`config.mk`:
```
export PLATFORM = sky130hd
export DESIGN_NAME = tune_player
export DESIGN_NICKNAME = d
export VERILOG_FILES = /design/src/rtl/tune_player.sv
export SDC_FILE = /design/constraint.sdc
export NUM_CORES = 1
export LEC_CHECK = 0
export ABC_AREA = 0
export BUFFER_PORTS_ARGS = -buffer_cell sky130_fd_sc_hd__buf_2
export CAP_MARGIN = 15
export CORE_AREA = 3 3 257 259
export DETAILED_ROUTE_END_ITERATION = 8
export DIE_AREA = 0 0 260 262
export PLACE_DENSITY = 0.73
export SLEW_MARGIN = 30
export SYNTH_ARGS = -nofsm -noshare
export SYNTH_HDL_FRONTEND = slang
export SYNTH_SLANG_ARGS = --single-unit
```
`constraint.sdc`:
```
create_clock -name clk -period 4.6 [get_ports clk]
set_input_delay 1.38 -clock clk [delete_from_list [all_inputs] [get_ports clk]]
set_output_delay 1.38 -clock clk [all_outputs]
set_load 0.05 [all_outputs]
```
`src/rtl/tune_player.sv`:
```
// Piezo tune player over a writable {half_period,dur} note memory; `define TUNE_PLAYER_ARTIC_EN silences each note's last unit.
// Latency: busy one cycle after an accepted go, 2-clock FETCH/DECODE gap per entry; no backpressure, go is ignored while busy.
module tune_player #(
    parameter int DEPTH    = 32,
    parameter int HP_W     = 17,
    parameter int DUR_W    = 8,
    parameter int DUR_UNIT = 1048576,
    parameter int FAST_SIM = 0,
    localparam int AW      = $clog2(DEPTH)
) (
    input  logic                  clk,
    input  logic                  rst_n,
    input  logic                  wr_en,
    input  logic [AW-1:0]         wr_addr,
    input  logic [HP_W+DUR_W-1:0] wr_data,
    input  logic [AW-1:0]         start_addr,
    input  logic                  go,
    input  logic                  loop,
    input  logic                  abort,
    output logic                  busy,
    output logic                  done,
    output logic                  piezo,
    output logic                  piezo_n
);
    localparam int UNIT = (FAST_SIM != 0) ? DUR_UNIT / 16 : DUR_UNIT;
    localparam int UW   = (UNIT > 1) ? $clog2(UNIT) : 1;

    typedef enum logic [2:0] {S_IDLE, S_FETCH, S_DECODE, S_PLAY, S_DONE} state_t;

    state_t                r_state, w_next;
    logic [HP_W+DUR_W-1:0] r_mem [DEPTH];
    logic [HP_W+DUR_W-1:0] r_entry;
    logic [AW-1:0]         r_addr, r_start;
    logic                  r_loop, r_piezo;
    logic [HP_W-1:0]       r_hp_cnt;
    logic [UW-1:0]         r_unit_cnt;
    logic [DUR_W-1:0]      r_dur_cnt;

    logic [HP_W-1:0]       w_hp;
    logic [DUR_W-1:0]      w_dur;
    logic                  w_start, w_restart, w_advance;
    logic                  w_unit_wrap, w_note_end, w_last_addr, w_silent;

    assign w_hp        = r_entry[HP_W+DUR_W-1:DUR_W];
    assign w_dur       = r_entry[DUR_W-1:0];
    assign w_start     = (r_state == S_IDLE) && go && !abort;
    assign w_unit_wrap = (r_unit_cnt == UW'(UNIT - 1));
    assign w_note_end  = w_unit_wrap && (r_dur_cnt == DUR_W'(1));
    assign w_last_addr = (r_addr == AW'(DEPTH - 1));

`ifdef TUNE_PLAYER_ARTIC_EN
    assign w_silent = (w_dur >= DUR_W'(2)) && (r_dur_cnt == DUR_W'(1));
`else
    assign w_silent = 1'b0;
`endif

    always_comb begin
        w_next    = r_state;
        w_restart = 1'b0;
        w_advance = 1'b0;
        case (r_state)
            S_IDLE:   if (w_start) w_next = S_FETCH;
            S_FETCH:  w_next = S_DECODE;
            S_DECODE: begin
                if (w_dur != '0) begin
                    w_next = S_PLAY;
                end else if (r_loop) begin
                    w_next    = S_FETCH;
                    w_restart = 1'b1;
                end else begin
                    w_next = S_DONE;
                end
            end
            S_PLAY: begin
                // The last memory entry ends the tune instead of wrapping to entry 0.
                if (w_note_end) begin
                    if (!w_last_addr) begin
                        w_next    = S_FETCH;
                        w_advance = 1'b1;
                    end else if (r_loop) begin
                        w_next    = S_FETCH;
                        w_restart = 1'b1;
                    end else begin
                        w_next = S_DONE;
                    end
                end
            end
            S_DONE:   w_next = S_IDLE;
            default:  w_next = S_IDLE;
        endcase
        if (abort && (r_state == S_FETCH || r_state == S_DECODE || r_state == S_PLAY)) begin
            w_next    = S_DONE;
            w_restart = 1'b0;
            w_advance = 1'b0;
        end
    end

    always_ff @(posedge clk) begin
        if (wr_en) r_mem[wr_addr] <= wr_data;
    end

    always_ff @(posedge clk or negedge rst_n) begin
        if (!rst_n) begin
            r_state    <= S_IDLE;
            r_entry    <= '0;
            r_addr     <= '0;
            r_start    <= '0;
            r_loop     <= 1'b0;
            r_piezo    <= 1'b0;
            r_hp_cnt   <= '0;
            r_unit_cnt <= '0;
            r_dur_cnt  <= '0;
        end else begin
            r_state <= w_next;
            if (w_start) begin
                r_addr  <= start_addr;
                r_start <= start_addr;
                r_loop  <= loop;
            end else if (w_restart) begin
                r_addr <= r_start;
            end else if (w_advance) begin
                r_addr <= r_addr + 1'b1;
            end
            // Entry is captured only here, so rewriting the playing slot waits for its next fetch.
            if (r_state == S_FETCH) r_entry <= r_mem[r_addr];

            if (r_state == S_DECODE && w_next == S_PLAY) begin
                r_piezo    <= 1'b0;
                r_hp_cnt   <= '0;
                r_unit_cnt <= '0;
                r_dur_cnt  <= w_dur;
            end else if (r_state == S_PLAY && w_next == S_PLAY) begin
                r_unit_cnt <= w_unit_wrap ? '0 : r_unit_cnt + 1'b1;
                if (w_unit_wrap) r_dur_cnt <= r_dur_cnt - 1'b1;
                if (w_hp == '0 || w_silent) begin
                    r_piezo  <= 1'b0;
                    r_hp_cnt <= '0;
                end else if (r_hp_cnt == w_hp - HP_W'(1)) begin
                    r_piezo  <= ~r_piezo;
                    r_hp_cnt <= '0;
                end else begin
                    r_hp_cnt <= r_hp_cnt + 1'b1;
                end
            end else begin
                r_piezo    <= 1'b0;
                r_hp_cnt   <= '0;
                r_unit_cnt <= '0;
                r_dur_cnt  <= '0;
            end
        end
    end

    assign busy    = (r_state == S_FETCH) || (r_state == S_DECODE) || (r_state == S_PLAY);
    assign done    = (r_state == S_DONE);
    assign piezo   = r_piezo;
    assign piezo_n = ~r_piezo;
endmodule
```
# Yosys cells after proc, flatten, opt, wreduce, memory -nomap -nowiden
# Memories as Yosys holds them, arrays and structs flattened. A register that Yosys moved wholly into a read port is not among the register bits.
# Cells that the tools add are included.
[classes]
n_eq_ne = 11
reduce_logical = 14
n_mux = 36
addsub = 5
bitwise = 1
[ops]
columns = ["operator", "n"]
rows = [
  ["17-bit two-way mux", 4],
  ["20-bit two-way mux", 3],
  ["8-bit two-way mux", 3],
  ["20-bit by 1-bit adder with 20-bit output (second input constant)", 1],
  ["20-bit equality test (second input constant)", 1],
  ["3-bit two-way mux", 6],
  ["17-bit by 1-bit adder with 17-bit output (second input constant)", 1],
  ["17-bit equality test", 1],
  ["17-bit zero test", 1],
  ["17-bit by 1-bit subtractor with 17-bit output (second input constant)", 1],
  ["1-bit two-way mux", 15],
  ["5-bit two-way mux", 3],
  ["3-bit one-hot mux with 4 select lines", 1],
  ["3-bit by 2-bit equality test with 1-bit output (second input constant)", 3],
  ["8-bit by 1-bit equality test with 1-bit output (second input constant)", 1],
  ["8-bit nonzero test", 1],
  ["8-bit by 1-bit subtractor with 8-bit output (second input constant)", 1],
  ["1-bit logical AND", 6],
  ["5-bit by 1-bit adder with 5-bit output (second input constant)", 1],
  ["5-bit equality test (second input constant)", 1],
  ["4-bit by 2-bit != test with 1-bit output (second input constant)", 1],
  ["3-bit by 1-bit equality test with 1-bit output (second input constant)", 1],
  ["3-bit equality test (second input constant)", 1],
  ["3-bit zero test", 1],
  ["6 further kinds", 8],
]
[word_totals]
n_memories = 1
in_bits = 41
ram_bits = 800
output_inout_bits = 4
regBits = 60
[memory_table]
columns = ["memory", "depth", "word_bits", "rd", "rd_clocked_by_memory_dff", "wr", "line", "source"]
rows = [
  ["r_mem", 32, 25, 1, 1, 1, "31", "logic [HP_W+DUR_W-1:0] r_mem [DEPTH];"],
]

# Logic depth before layout (Yosys ltp)
[logic_depth]
ltp_word = 10
depth_mapped = 11
depth_no_buf = 9

# Worst setup path before layout
# Ideal clock, no wire load.
[synth_timing]
path_type = "input -> register"
startpoint = "input wr_addr[1]"
endpoint = "memory r_mem[12][0] (netlist bit) (enable)"
required_time_ns = 4.193
t_arrival_ns = 3.104
stages = 3
slack_ns = 1.090
path_cell_list = "or3b_2 > clkbuf_1 > nor2_1"
[synth_rtl]
columns = ["item", "line", "source"]
rows = [
  ["from (decl)", "14", "input logic [AW-1:0] wr_addr,"],
  ["to (decl)", "31", ""],
]
# Straight into the memory's write port.

# Worst setup path after layout
[layout_timing]
startpoint = "register r_entry[10] (read register of r_mem)"
endpoint = "register r_hp_cnt[1]"
[layout_via]
elab_chain_cells = 6
[layout_lines]
columns = ["item", "line", "source"]
rows = [
  ["from (decl)", "32", "logic [HP_W+DUR_W-1:0] r_entry;"],
  ["17-bit by 1-bit subtractor with 17-bit output", "138", "end else if (r_hp_cnt == w_hp - HP_W'(1)) begin"],
  ["17-bit equality test", "138", ""],
  ["17-bit two-way mux", "138", ""],
  ["17-bit two-way mux (*)", "135", "if (w_hp == '0 || w_silent) begin"],
  ["17-bit two-way mux (*)", "132", "end else if (r_state == S_PLAY && w_next == S_PLAY) begin"],
  ["17-bit two-way mux (*)", "127", "if (r_state == S_DECODE && w_next == S_PLAY) begin"],
  ["to (signal assigned)", "142", "r_hp_cnt <= r_hp_cnt + 1'b1;"],
  ["to (decl)", "35", "logic [HP_W-1:0] r_hp_cnt;"],
]
# Mark *: on every way between the ends. The rest lies on a longest branch, timed or not.
# A chain may end at the register's enable or synchronous reset.

==> reports/results.txt <==
VDD IR-drop max: 0.000298 V
RSZ-0062 raised after global routing: no
synthesized flop and latch total: 885
GRT Total Usage: 23.9%
post_cts resized: 0
Filler cells: 4275
total congestion overflow: 0
gr busiest metal: met2
Avg Inst Size Synth: 20.9 sq um
area post-placement: 36700 sq um
Worst slew margin: 37.4%
Synth top area share: 68.7%
Psw: 5.28 mW
Post-CTS Hold Fix Bufs: 0
Die W: 260 um
worst r2r path cells: 7
nets: 1824
syn nets: 1722
Final min period: 3.46 ns
sw frac: 26.3%
Finished Cell Area: 39500 sq um
Clock Latency Late Sink: 0.65 ns
met2 global-route usage: 35.6%
CP Data Arrival Time: 3.91 ns
layout cells sized above 1: 28.8%
Syn. warnings: 0
Reg-to-Reg Start: r_entry[10]
Max Fclk: 289 MHz
DRT iter0 DRCs: 2121
# port buffers: 44
Detail Route Antenna Nets: 0
ys async rst share: 9.60%
GR Layer Usage met1: 35.4%
die area: 68100 sq um
clk root buf: clkbuf_16
EDFF count, synth: 800
status: completed
Seq pwr share: 47.0%
area grow syn2layout: 12.9%
CP Launch Type: flip-flop
most frequent cells in the layout: edfxtp_1 (800), mux4_2 (250), clkbuf_16 (88), dfrtp_1 (80), nor2_1 (65)
maxcap violations: 0
fin util: 61.6%
Final Hold Viols: 0
CP endpoint kind: flip-flop
Clock transition at path regs: 0.06 ns
htree depth: 3
initial antenna violation count: 1
clock sink count: 885
pin count of the biggest net entering global routing: 86
Post-synth top flop: edfxtp_1
WHS Path Cells: 1
CTS tree: yes
Synth Instances: 1674
Final Cycle Share: 75.1%
largest cells by area after synthesis: edfxtp_1 (69%), mux4_2 (16%), dfrtp_1 (6.1%)
WHS Endpoint: r_unit_cnt[0]
worst-margin pin slew: 0.939 ns
# Post-CTS Setup Buffers: 0
CP Data Required Time: 5.05 ns
Routed WL per cell: 29.2 um
design internal power: 14.8 mW
routed vias: 17000
HP Class: flip-flop to flip-flop
Reg2Reg Setup Slack: 1.14 ns
number of detailed-route iterations in the first pass: 5
WS Path Type: flip-flop to flip-flop
HP Start: r_unit_cnt[0]
WL final: 78800 um
synthesized area: 35000 sq um
max-slew violation count: 0
Num CTS Buffers: 88
clock tree buffer depth: 3
global placement routability congestion: 0.837
post-synthesis sequential area ratio: 74.8%
library cells used by synthesis: 58
final setup margin: 1.14 ns
total power draw: 20.1 mW
DP HPWL: 48500 um
clock power share: 34.9%
std cell rows: 93
Worst Path Max Fanout: 17
starting density of the core: 54.5%
commonest non-fill, non-tap cell in the layout: edfxtp_1
most area-hungry cell type in the Yosys netlist: edfxtp_1
clock skew: 0.0416 ns
Final TNS setup: 0 ns
DIE HEIGHT: 262 um
PwrDens: 508 nW/um^2
pre-CTS setup slack: 1.10 ns
DR vias/cell: 6.32
Critical R2R Capture: r_hp_cnt[1]
combinational power share: 18.1%
Lkg Pwr: 12.6 nW
vias in the first global route: 17000
grt met3 use: 5.97%
core area: 64100 sq um
first-pass GRT wire length: 117000 um
Final Setup Violations: 0
number of remaining DRC errors: 0
I/O Pins: 45
==> through the flow <==
stage / std cells / hold slack, ns
2_1_floorplan: 1674 / 0.433
3_3_place_gp: 2541 / 0.452
3_5_place_dp: 2541 / 0.459
4_1_cts: 2695 / 0.467
5_1_grt: 2695 / 0.480
6_report: 2697 / 0.464
==> registers in the layout (all words and copies together), names as in the netlist <==
signal / count
r_start: 5
r_addr: 5
r_entry: 25
r_hp_cnt: 17
r_state: 3
r_loop: 1
piezo: 1
r_dur_cnt: 8
r_unit_cnt: 20
r_mem: 800
==> power by group through the flow <==
| stage | Clock (mW) | Combinational [mW] | Sequential (mW) |
|---|---|---|---|
| finish | 7.00 | 3.64 | 9.42 |
| global route | 7.41 | 3.84 | 9.46 |
| CTS | 7.10 | 3.66 | 9.41 |
| detailed placement | 0 | 3.62 | 9.58 |
| global placement | 0 | 3.58 | 9.56 |
| floorplan | 0 | 2.55 | 9.30 |
==> critical path, cell delays in order, from the launching register on <==
cell       delay (ns)
dfrtp_1          0.44
or4_4            0.56
or2_4            0.26
or4_4            0.53
a2111oi_4        0.37
o2111a_1         0.27
and3_1           0.71
nor3b_1          0.14
==> layout make-up <==
type	count	area, sq um	share of cell area [%]
flip-flops and latches	885	26200	66.3
clock inverters	53	536	1.36
well taps	855	1070	2.71
clock buffers	101	2260	5.73
multi-input cells	701	8710	22.1
inverters	10	37.5	0.0951
repair buffers	90	684	1.73
diodes	2	5.00	0.0127
==> synth_stat cells, drive strengths merged, types with 12 or more instances <==
cell type and number:
a21oi 45, xor2 29, nand3 21, nor2 97, xnor2 24, clkbuf 50
buf 28, o21ai 20, mux2i 31, mux4 250, nor3 24, nand2 49
dfrtp 85, and3 12, edfxtp 800
==> worst max path at each step <==
stage / startpoint / to / slack, ns / cells after the start
after floorplan: wr_addr[1] / r_mem[12][0] / 1.09 / 3
after global placement: wr_addr[0] / r_mem[18][23] / 1.14 / 4
after detailed placement: wr_addr[0] / r_mem[18][21] / 1.10 / 4
after CTS: r_entry[10] / r_hp_cnt[1] / 1.14 / 7
after global routing: r_entry[10] / r_hp_cnt[1] / 0.98 / 7
final: r_entry[10] / r_hp_cnt[1] / 1.14 / 7
==> kinds of logic after synthesis <==
logic type	count (synthesis)	synth area share, %
buf+inv	88	1.02
xor+xnor	54	1.39
flops	885	74.8
fa+ha+maj	7	0.251
compound gates	88	1.52
simple gates	268	3.93
mux	284	17.1
==> per-layer routing <==
metal	vias up	wire length [um]
li1	7096	-
met1	9024	32300
met2	812	36700
met3	117	7480
met4	0	2290
met5	-	0
No activity file was read; power rests on OpenSTA's default activity.
